[src/rtl/color_serializer_if.sv]
// Nibble stream handshake between the color serializer and its consumer.
// The serializer drives value/valid; the consumer drives ready.
interface color_serializer_if;
    logic [3:0] value;
    logic       valid;
    logic       ready;

    modport master (
        output value,
        output valid,
        input  ready
    );

    modport slave (
        input  value,
        input  valid,
        output ready
    );
endinterface

[src/rtl/color_serializer.sv]
// Serializes a 4*NIBBLES-bit color into 4-bit beats, MS nibble first, over a
// valid/ready handshake. Pulses done for one cycle after the final beat.
// Optional macro COLOR_SER_CHECKSUM_EN appends one beat carrying the XOR of
// all data nibbles.
module color_serializer #(
    parameter int unsigned NIBBLES = 6
) (
    input  logic                   clk,
    input  logic                   reset,
    input  logic [4*NIBBLES-1:0]   color,
    input  logic                   load,
    output logic                   busy,
    output logic                   done,
    color_serializer_if.master     nib
);

    localparam int unsigned W    = 4 * NIBBLES;
    localparam int unsigned CntW = $clog2(NIBBLES + 1);

`ifdef COLOR_SER_CHECKSUM_EN
    // Checksum beat sits at index NIBBLES, after all data beats.
    localparam logic [CntW-1:0] DataBeats = CntW'(NIBBLES);
    localparam logic [CntW-1:0] LastBeat  = CntW'(NIBBLES);
`else
    localparam logic [CntW-1:0] LastBeat  = CntW'(NIBBLES - 1);
`endif

    typedef enum logic [1:0] {StIdle, StSend, StDone} state_e;

    state_e          state_q, state_d;
    logic [W-1:0]    shreg_q, shreg_d;
    logic [CntW-1:0] cnt_q, cnt_d;
    logic            valid_q, valid_d;
    logic            busy_q, busy_d;
    logic            done_q, done_d;
    logic [3:0]      value_q, value_d;
    logic [3:0]      nibble_d;

`ifdef COLOR_SER_CHECKSUM_EN
    logic [3:0]      csum_q, csum_d;
`endif

    // State, datapath and registered outputs.
    always_ff @(posedge clk) begin
        if (reset) begin
            state_q <= StIdle;
            shreg_q <= '0;
            cnt_q   <= '0;
            valid_q <= 1'b0;
            busy_q  <= 1'b0;
            done_q  <= 1'b0;
            value_q <= 4'h0;
`ifdef COLOR_SER_CHECKSUM_EN
            csum_q  <= 4'h0;
`endif
        end else begin
            state_q <= state_d;
            shreg_q <= shreg_d;
            cnt_q   <= cnt_d;
            valid_q <= valid_d;
            busy_q  <= busy_d;
            done_q  <= done_d;
            value_q <= value_d;
`ifdef COLOR_SER_CHECKSUM_EN
            csum_q  <= csum_d;
`endif
        end
    end

    // Next-state logic; outputs are derived from the next state so they register cleanly.
    always_comb begin
        state_d = state_q;
        shreg_d = shreg_q;
        cnt_d   = cnt_q;
`ifdef COLOR_SER_CHECKSUM_EN
        csum_d  = csum_q;
`endif

        unique case (state_q)
            StIdle: begin
                if (load) begin
                    shreg_d = color;
                    cnt_d   = '0;
`ifdef COLOR_SER_CHECKSUM_EN
                    csum_d  = 4'h0;
`endif
                    state_d = StSend;
                end
            end
            StSend: begin
                if (valid_q && nib.ready) begin
                    shreg_d = shreg_q << 4;
                    cnt_d   = cnt_q + CntW'(1);
`ifdef COLOR_SER_CHECKSUM_EN
                    // Register is all zeros by the checksum beat, so XOR-ing it is harmless.
                    csum_d  = csum_q ^ shreg_q[W-1 -: 4];
`endif
                    if (cnt_q == LastBeat) begin
                        state_d = StDone;
                    end
                end
            end
            StDone: begin
                state_d = StIdle;
            end
            default: begin
                state_d = StIdle;
            end
        endcase

        nibble_d = shreg_d[W-1 -: 4];
`ifdef COLOR_SER_CHECKSUM_EN
        if (cnt_d == DataBeats) begin
            nibble_d = csum_d;
        end
`endif
        valid_d = (state_d == StSend);
        busy_d  = (state_d != StIdle);
        done_d  = (state_d == StDone);
        value_d = valid_d ? nibble_d : 4'h0;
    end

    assign nib.value = value_q;
    assign nib.valid = valid_q;
    assign busy      = busy_q;
    assign done      = done_q;

endmodule

[src/flat_wrapper.sv]
// flat-port wrapper written by rule: the top's interface ports become plain ports
module color_serializer_flat 
#(
    parameter int unsigned NIBBLES = 6
)
  (clk, reset, color, load, busy, done, nib_value, nib_valid, nib_ready);
  color_serializer_if nib_i ();
  input  logic clk;
  input  logic reset;
  input  logic [4*NIBBLES-1:0] color;
  input  logic load;
  output logic busy;
  output logic done;
  output wire logic [$bits(nib_i.value)-1:0] nib_value;
  output wire logic [$bits(nib_i.valid)-1:0] nib_valid;
  input wire logic [$bits(nib_i.ready)-1:0] nib_ready;
  assign nib_value = nib_i.value;
  assign nib_valid = nib_i.valid;
  assign nib_i.ready = nib_ready;
  color_serializer #(.NIBBLES(NIBBLES)) u_core (.clk(clk), .reset(reset), .color(color), .load(load), .busy(busy), .done(done), .nib(nib_i));
endmodule
[config.mk]
export PLATFORM = sky130hd
export DESIGN_NAME = color_serializer_flat
export DESIGN_NICKNAME = d
export VERILOG_FILES = /design/src/rtl/color_serializer_if.sv /design/src/rtl/color_serializer.sv /design/src/flat_wrapper.sv
export SDC_FILE = /design/constraint.sdc
export NUM_CORES = 1
export LEC_CHECK = 0
export CORE_MARGIN = 2
export CORE_UTILIZATION = 43
export DETAILED_ROUTE_END_ITERATION = 8
export PLACE_DENSITY = 0.74
export REMOVE_ABC_BUFFERS = 1
export SYNTH_ARGS = -nofsm -noshare
export SYNTH_HDL_FRONTEND = slang
export SYNTH_SLANG_ARGS = --single-unit
[constraint.sdc]
create_clock -name clk -period 1.4 [get_ports clk]
set_clock_uncertainty 0.2 [all_clocks]
set_input_delay 0.28 -clock clk [delete_from_list [all_inputs] [get_ports clk]]
set_output_delay 0.28 -clock clk [all_outputs]
set_load 0.005 [all_outputs]
==> reports/metrics.cfg, run 1 <==
[clocking]
clk_path_buf_depth = 2
htreeDepth = 2
cts_buffers = 5
cts_tree = built
clock_latency_ps = 340
cts.sinks = 36
cts_hold_buffers = 0
clk_transition_reported_paths_ps = 100
root_buffer = clkbuf_4

[timing]
fmax_ghz = 0.640
worst_pin_slew_ps = 376
hold_viol = 0
fin_crit_sh_pct = 112
rsz0062_at_grt = true
relSlewSlack_pct = 74.9
finalSetupViolations = 26
hold_slack_ps = 281
layout_setup_ws_ps = -163
fin_crit_ps = 1560
drv_slew = 0
setup_tns_ps = -2540

[die]
core_sq_um = 3280
die_w_um = 62.1
die_area_sq_um = 3860
io_pins = 35
die_y_um = 62.1
num_rows = 21
start_util_pct = 44.2

[global_routing]
grt_pass1_vias = 1371
globalRouteOverflowTotal = 0
track_usage_pct = 22.2
grtUsageMet2_pct = 39.0
antenna_found_initial = 0
groute.layer.met3.usage_pct = 7.04
use_met1_pct = 26.0
grt.busiest_layer = met2
grt_max_degree = 13
grt_pass1_wl_um = 6220

[critical_path]
crit_slowest_cell = dfxtp_4
cp.arrival_ps = 1630
critPathKind = reg -> reg
path_cells = buf_6 -> nor3b_4 -> buf_6 -> buf_8 -> a22oi_2 -> o2bb2ai_2
required_ps = 1470
start_kind = flop
path_max_fanout = 7
slowest_delay_ps = 390
path_common_cell = buf_6
endpoint_kind = flop

[job]
cap_violations = 0

[yosys]
synth-xor-area-share_pct = 0.603
syn-cell-area_sq_um = 1450
yosysSeqAreaShare_pct = 49.7
synth_top_family_by_area = compound AO/OA/AOI/OAI gates
synth_cell_types = 34
synth.avg_cell_area_sq_um = 9.81
synth-main-ff-cell = dfxtp_1
synth_top_area_share_pct = 49.7
synth_adder_area_share_pct = 1.72
synth-seq-cells = 36
synth.mux.area_fraction_pct = 0
synthCells = 148
yosysTopAreaCell = dfxtp_1
synth.area.top_cells = dfxtp_1 50%, a22oi_1 8.3%, o2bb2ai_1 6.6%
synth_compound_area_share_pct = 26.0
yosys.area_share.simple_pct = 16.6
synth-edff-count = 0
synth_warnings = 0
async_flop_share_pct = 0

[detailed_routing]
wl_um = 4290
ant_nets = 0
vias_per_cell = 5.59
drc = 0
first_pass_iters = 4
dr_total_vias = 1443
wl_per_cell_um = 16.6
drt-initial-drc-count = 37

[placement]
numPortBuffers = 34
dpl_cell_area_sq_um = 1980
placed_cells = 241
place_congestion = 0.808
place_hpwl_um = 2650

[cells_and_area]
final_cells = 258
layout-drive-gt1-share_pct = 47.2
area_delta_synth_final_pct = 72.2
num_antenna_cells = 0
final_cell_mix = 30 x dfxtp_1, 24 x clkdlybuf4s50_1, 16 x buf_6, 16 x buf_4, 14 x a22oi_2
final_common_cell = dfxtp_1
stdcell_area_sq_um = 2500
fillCellCount = 228
final_nets = 241

[power]
p_leak_nw = 0.898
ir_drop_mv = 0.729
power_density_nw_per_um2 = 849

[hold_path]
min_path_type = reg -> reg

[outcome]
status = complete, but fails checks
failed_checks = setup timing

per-layer routing:
metal  routed length (um)  share of wire, %
met1                 1810                42
met2                 2200                51
met3                  225               5.2
met4                   58               1.4
met5                    0                 0
path summary, 6_finish.rpt:
| path | start | end | slack (ps) | depth (start not counted) |
|---|---|---|---|---|
| min reg2reg | u_core.shreg_q[4] | u_core.shreg_q[4] | 280 | 2 |
| max reg2reg | u_core.state_q[0] | u_core.shreg_q[9] | -160 | 6 |
| max | u_core.state_q[0] | u_core.shreg_q[9] | -160 | 6 |
| min | u_core.shreg_q[4] | u_core.shreg_q[4] | 280 | 2 |
power by group:
part | internal (W) | switching (W)
combinational | 0.000257 | 0.000181
sequential | 0.00107 | 0.0000355
clock | 0.000248 | 0.000334
total | 0.00157 | 0.000551
what timing repair did:
action / 4_1_cts / 5_1_grt
pin swaps: 40 / 23
endpoints found under the setup margin: 40 / 39
gates resized for setup: 83 / 28
gates cloned: 3 / 0
setup buffers: 5 / 1
area by class of cell:
type	instances	area, sq um	area share, %
Inverter	4	15.0	0.601
Timing Repair Buffer	68	657	26.3
Sequential cell	36	733	29.3
Clock buffer	8	58.8	2.35
Multi-Input combinational cell	96	978	39.1
Tap cell	46	57.6	2.30
cell families after synthesis:
group,after synthesis
compound gates,54
xor+xnor,1
fa+ha+maj,2
buf+inv,17
flops,36
simple gates,38
critical path: cells and delay by family, from the launching register on:
family          cells  cell delay [ps]
simple gates        1              270
buf+inv             3              390
compound gates      2              230
flops               1              390
state kept, by name, summed over array words and instances (netlist names):
register          flops
u_core.shreg_q       24
u_core.cnt_q          3
u_core.busy           1
u_core.nib.valid      1
u_core.state_q        2
u_core.done           1
u_core.nib.value      4
synthesized netlist by cell type, drive strengths merged, types with 2 or more instances:
cell / number
dfxtp: 36
a21oi: 17
a22oi: 16
nand3: 14
o2bb2ai: 11
buf: 10
nand2: 7
inv: 4
nor4bb: 4
clkbuf: 3
a221oi: 2
a31oi: 2
ha: 2
nor3: 2
nor4: 2
stage by stage:
stage / total power [W] / util (%) / setup slack [ps]
3_3_place_gp: 0.00141 / 60.3 / -568
4_1_cts: 0.00209 / 73.2 / -135
3_5_place_dp: 0.00142 / 60.3 / -606
2_1_floorplan: 0.00122 / - / -691
5_1_grt: 0.00219 / 76.1 / -219
6_report: 0.00212 / 76.1 / -163
Note: power is estimated with default switching activity, not from simulation.
==> run 2: changes to the inputs <==
MAX_ROUTING_LAYER = met4   (was unset)
PLACE_DENSITY = unset   (was 0.74)
PLACE_DENSITY_LB_ADDON = 0.1   (was unset)
==> reports/metrics.cfg, run 2 (same netlist as run 1, synthesis figures left out) <==
[outcome]
failed_checks = setup timing
status = complete, but fails checks

[global_routing]
grt_pass1_vias = 1490  ; +8.7%
globalRouteOverflowTotal = 0  ; unchanged
antenna_found_initial = 0  ; unchanged
grt_max_degree = 13  ; unchanged
track_usage_pct = 25.9  ; +3.6 points
grt_pass1_wl_um = 6820  ; +9.8%

[detailed_routing]
drc = 0  ; unchanged
dr_total_vias = 1527  ; +5.8%
first_pass_iters = 4  ; unchanged
ant_nets = 0  ; unchanged
drt-initial-drc-count = 87  ; +140%
wl_um = 4900  ; +14%
vias_per_cell = 5.70  ; +1.9%
wl_per_cell_um = 18.3  ; +9.9%

[cells_and_area]
final_cell_mix = 31 x dfxtp_1, 25 x clkdlybuf4s50_1, 23 x buf_4
fillCellCount = 189  ; -17%
stdcell_area_sq_um = 2680  ; +7.2%
area_delta_synth_final_pct = 84.7
largest_reg_flops = 24  ; unchanged
num_antenna_cells = 0  ; unchanged
regMostFlops = u_core.shreg_q
utilization_pct = 81.6  ; +5.5 points
final_common_cell = dfxtp_1
layout-drive-gt1-share_pct = 53.2  ; +6.0 points
final_nets = 251  ; +4.1%

[clocking]
cts_hold_buffers = 0  ; unchanged
root_buffer = clkbuf_4
htreeDepth = 2  ; unchanged
cts_buffers = 5  ; unchanged
cts.sinks = 36  ; unchanged
clk_transition_reported_paths_ps = 120  ; +20 ps
clk_path_buf_depth = 2  ; unchanged
cts_tree = built
clock_latency_ps = 350  ; about the same

[critical_path]
start_kind = flop
cp.arrival_ps = 1620  ; about the same
critPathKind = reg -> reg
endpoint_kind = flop
setup.reg_to_reg.worst_slack_ps = -140  ; +30 ps
required_ps = 1480  ; about the same
path_max_fanout = 6  ; -1

[placement]
place_hpwl_um = 2600  ; -1.7%
dpl_cell_area_sq_um = 2010  ; +1.5%
numPortBuffers = 34  ; unchanged
place_congestion = 0.830  ; +2.7%

[timing]
rsz0062_at_grt = true
setup_tns_ps = -2760  ; -220 ps
fmax_ghz = 0.651  ; +1.8%
drv_slew = 0  ; unchanged
finalSetupViolations = 30  ; +15%
fin_crit_sh_pct = 110  ; -2.0 points
worst_pin_slew_ps = 317  ; -59.3 ps
relSlewSlack_pct = 78.6  ; +3.7 points
hold_viol = 0  ; unchanged
fin_crit_ps = 1540  ; -27.7 ps
layout_setup_ws_ps = -135  ; +27.7 ps

[power]
internal_power_w = 0.00172  ; +9.3%
p_seq_share_pct = 47.8  ; -4.2 points
ir_drop_mv = 0.552  ; -24%
p_total_w = 0.00231  ; +8.9%
switching_share_pct = 25.7  ; -0.22 points
power_density_nw_per_um2 = 863  ; +1.6%
p_sw_w = 0.000595  ; +8.0%
pwr-share-comb_pct = 20.8  ; +0.2 points
p_leak_nw = 0.966  ; +7.6%
p_clk_share_pct = 31.4  ; +4.0 points

[job]
cap_violations = 0  ; unchanged

[die]
io_pins = 35  ; unchanged
die_area_sq_um = 3860  ; unchanged
core_sq_um = 3280  ; unchanged
start_util_pct = 44.2  ; unchanged
die_y_um = 62.1  ; unchanged
die_w_um = 62.1  ; unchanged
num_rows = 21  ; unchanged

[hold_path]
min_path_type = reg -> reg

==> run 2: cell count changes in the layout (fill, tap and decap cells not counted), sizes merged <==
cell and delta:
dlygate4sd2 -2, clkdlybuf4s15 +1, buf +9, clkinv +1
bufinv +1, clkdlybuf4s50 +1, dlymetal6s2s +1, clkbuf -3
or3b +1
==> run 2: layer usage <==
layer,vias up,routed length [um],global-route usage (%)
li1,721,-,-
met1,751,2090,29.4
met3,10,203,7.25
met2,45,2510,42.3
met5,-,0,-
met4,0,95,11.2
==> run 2: timing repair <==
action,CTS,global route
pin swaps,28,21
endpoints found under the setup margin,40,41
cloned,4,0
endpoints found under the hold margin,0,0
setup buffers,7,5
resized for setup,81,38
==> run 2: worst max-delay path: stages (launching register included) <==
cell,delay [ps]
dfxtp_4,410
buf_6,120
nand3_4,160
a211o_4,420
o2bb2ai_2,150
==> run 2: through the flow <==
| step | hold WS [ps] | std cells | setup WS (ps) |
|---|---|---|---|
| after floorplan | 149 | 135 | -691 |
| after global placement | 248 | 245 | -527 |
| after detailed placement | 252 | 245 | -568 |
| after CTS | 276 | 264 | -86.2 |
| after global routing | 284 | 268 | -188 |
| final | 288 | 268 | -135 |
==> run 2: final cells by class <==
type                       count  area (sq um)  share of cell area [%]
clock buffer                   6          41.3                    1.54
tap                           46          57.6                    2.15
timing repair buffer          77           747                    27.9
multi-input combinational     97          1050                    39.3
inverter                       4          15.0                   0.560
sequential                    36           732                    27.3
clock inverter                 2          35.0                    1.31
==> run 2: worst paths after layout <==
check / from / endpoint / cells after the start
max: u_core.state_q[0] / u_core.shreg_q[15] / 4
min: u_core.shreg_q[10] / u_core.shreg_q[10] / 1
max reg2reg: u_core.state_q[0] / u_core.shreg_q[15] / 4
min reg2reg: u_core.shreg_q[10] / u_core.shreg_q[10] / 1
==> run 2: power by group through the flow <==
| stage | sequential (W) | clock, W | combinational, W |
|---|---|---|---|
| 5_1_grt | 0.00111 | 0.000772 | 0.000508 |
| 3_5_place_dp | 0.00112 | 0 | 0.000307 |
| 2_1_floorplan | 0.00112 | 0 | 0.000107 |
| 6_report | 0.00110 | 0.000727 | 0.000481 |
| 3_3_place_gp | 0.00112 | 0 | 0.000301 |
| 4_1_cts | 0.00110 | 0.000725 | 0.000420 |
==> edit: new RTL, config.mk and constraints of run 2 <==
`NIBBLES` is set to 6 in 2 places; all go to 5.
--- a/src/rtl/color_serializer.sv
+++ b/src/rtl/color_serializer.sv
@@ -5,3 +5,3 @@
 module color_serializer #(
-    parameter int unsigned NIBBLES = 6
+    parameter int unsigned NIBBLES = 5
 ) (
--- a/src/flat_wrapper.sv
+++ b/src/flat_wrapper.sv
@@ -3,3 +3,3 @@
 #(
-    parameter int unsigned NIBBLES = 6
+    parameter int unsigned NIBBLES = 5
 )
Interface: changed (resized color); port bits go from 35 to 31. No check against the original RTL was run, so the function may have changed too.
==> edit against run 2 <==
The flow still finishes with violations (negative setup slack); final area fell by 28%; sequential share of layout area is 6.6 points higher; clock power decreased by 3.0%; routed wire length down 34%; area after synthesis fell by 7.7%; die area is 7.2% lower; sequential cell count down 4; setup slack better by 0.064 ns; total power decreased by 10%; critical endpoint is now u_core.cnt_q[1]; largest cell class unchanged.
==> edit: results <==
[status]
status = finished with violations
violations = negative setup slack

[finish]
largest_reg_flops = 20
drive_gt1_share_pct = 29.7
regMostFlops = u_core.shreg_q
diodes = 0
fin_nets = 207

[worst_hold_path]
hold_depth = 2
hold_class = reg -> reg

[global_routing]
antenna_found_initial = 0
grt_pass1_vias = 1146
grt-ovfl-total = 0
grt_max_degree = 22
grt_pass1_wl_um = 5090
grtUsageTotal_pct = 20.2

[place]
place_area_um2 = 1710
dp_hpwl_um = 1980
io_buffers = 30
gp_congestion = 0.759
place_ws_ns = -0.535

[clock_tree]
clkTransAtPathRegs_ns = 0.10
clock-root-buffer = clkbuf_4
cts.path.max_buffers = 2
htree_levels = 2
numCtsBuffers = 5
clock_latency_ns = 0.34

[yosys]
async_flop_share_pct = 0
yosysSeqAreaShare_pct = 47.8
synth_warnings = 0
yosysUniqueCellTypes = 29
synth_commonest_cells = 32 x dfxtp_1, 26 x a21oi_1, 20 x nand3_1, 15 x a22oi_1
synthTopCellsByArea = dfxtp_1 48%, a21oi_1 9.7%, a22oi_1 8.4%

[setup_path]
worstPathArrival_ns = 1.54
crit_slowest_cell = dfxtp_4
slowest_delay_ns = 0.41
crit_family = flip-flops
worst_r2r_path_depth = 5
cp_max_fo = 9

[routing]
drtIter0Drc = 28
wl_per_cell_um = 14.9
drtPass1Iterations = 4
vias = 1210

[power]
peakVddDrop_mv = 0.750
power_leakage_nw = 0.714

[timing]
max_slew.worst_pin.slew_ns = 0.280
worst_slack_ns = -0.0708
setup_viol = 21
edit: cell types whose count changed after synthesis, moves of 4 or more:
cell       before  now
buf_6           0    5
a21oi_1        17   26
o2bb2ai_1      11    0
nand3_1        13   20
dfxtp_1        36   32
buf_2           8    4
edit: worst min-delay path: cells and delay by family (launching register included):
kind | cells | cell delay (ns)
compound gates | 1 | 0.06
flops | 1 | 0.32
simple gates | 1 | 0.06
edit: cell type report:
| cell class | count | area [um^2] |
|---|---|---|
| fill | 247 | 1060 |
| timing repair buffer | 44 | 429 |
| tap | 33 | 41.3 |
| clock buffer | 5 | 37.5 |
| multi-input combinational | 93 | 711 |
| inverter | 5 | 21.3 |
| clock inverter | 3 | 42.5 |
| sequential | 32 | 657 |
edit: report_power, final:
group / switching, mW / total [mW] / internal (mW)
Combinational: 0.163 / 0.369 / 0.206
Sequential: 0.0356 / 1.00 / 0.966
Clock: 0.333 / 0.705 / 0.372
edit: logic make-up (layout without fill, tap and decap cells):
logic type	count (synthesis)	count (layout)	synth area share, %
compound gates	49	49	22.8
fa+ha+maj	2	2	1.87
buf+inv	18	57	8.50
flops	32	32	47.8
simple gates	40	42	19.0
edit: what timing repair did:
item,4_1_cts,5_1_grt
hold buffers,0,0
cloned,2,0
pin swaps,2,3
setup endpoints to repair,38,38
setup buffers,1,0
gates resized for setup,25,28
edit: routing by layer:
metal	vias to the layer above	track usage [%]	part of all wire [%]
met5	-	-	0
met4	0	7.62	1.1
met3	5	7.79	4.4
met2	27	31.4	48
met1	570	23.5	47
li1	608	-	-
edit: worst paths after layout:
kind                                        start                 to  slack [ns]
worst min-delay path            u_core.shreg_q[7]  u_core.shreg_q[7]        0.28
worst max-delay path            u_core.state_q[0]    u_core.cnt_q[1]       -0.07
worst max register to register  u_core.state_q[0]    u_core.cnt_q[1]       -0.07
worst min register to register  u_core.shreg_q[7]  u_core.shreg_q[7]        0.28
edit: stage by stage:
stage	setup TNS, ns	cells
after floorplan	-7.17	128
after global placement	-13.19	204
after detailed placement	-13.84	204
after CTS	-0.737	215
after global routing	-2.21	215
final	-0.779	215
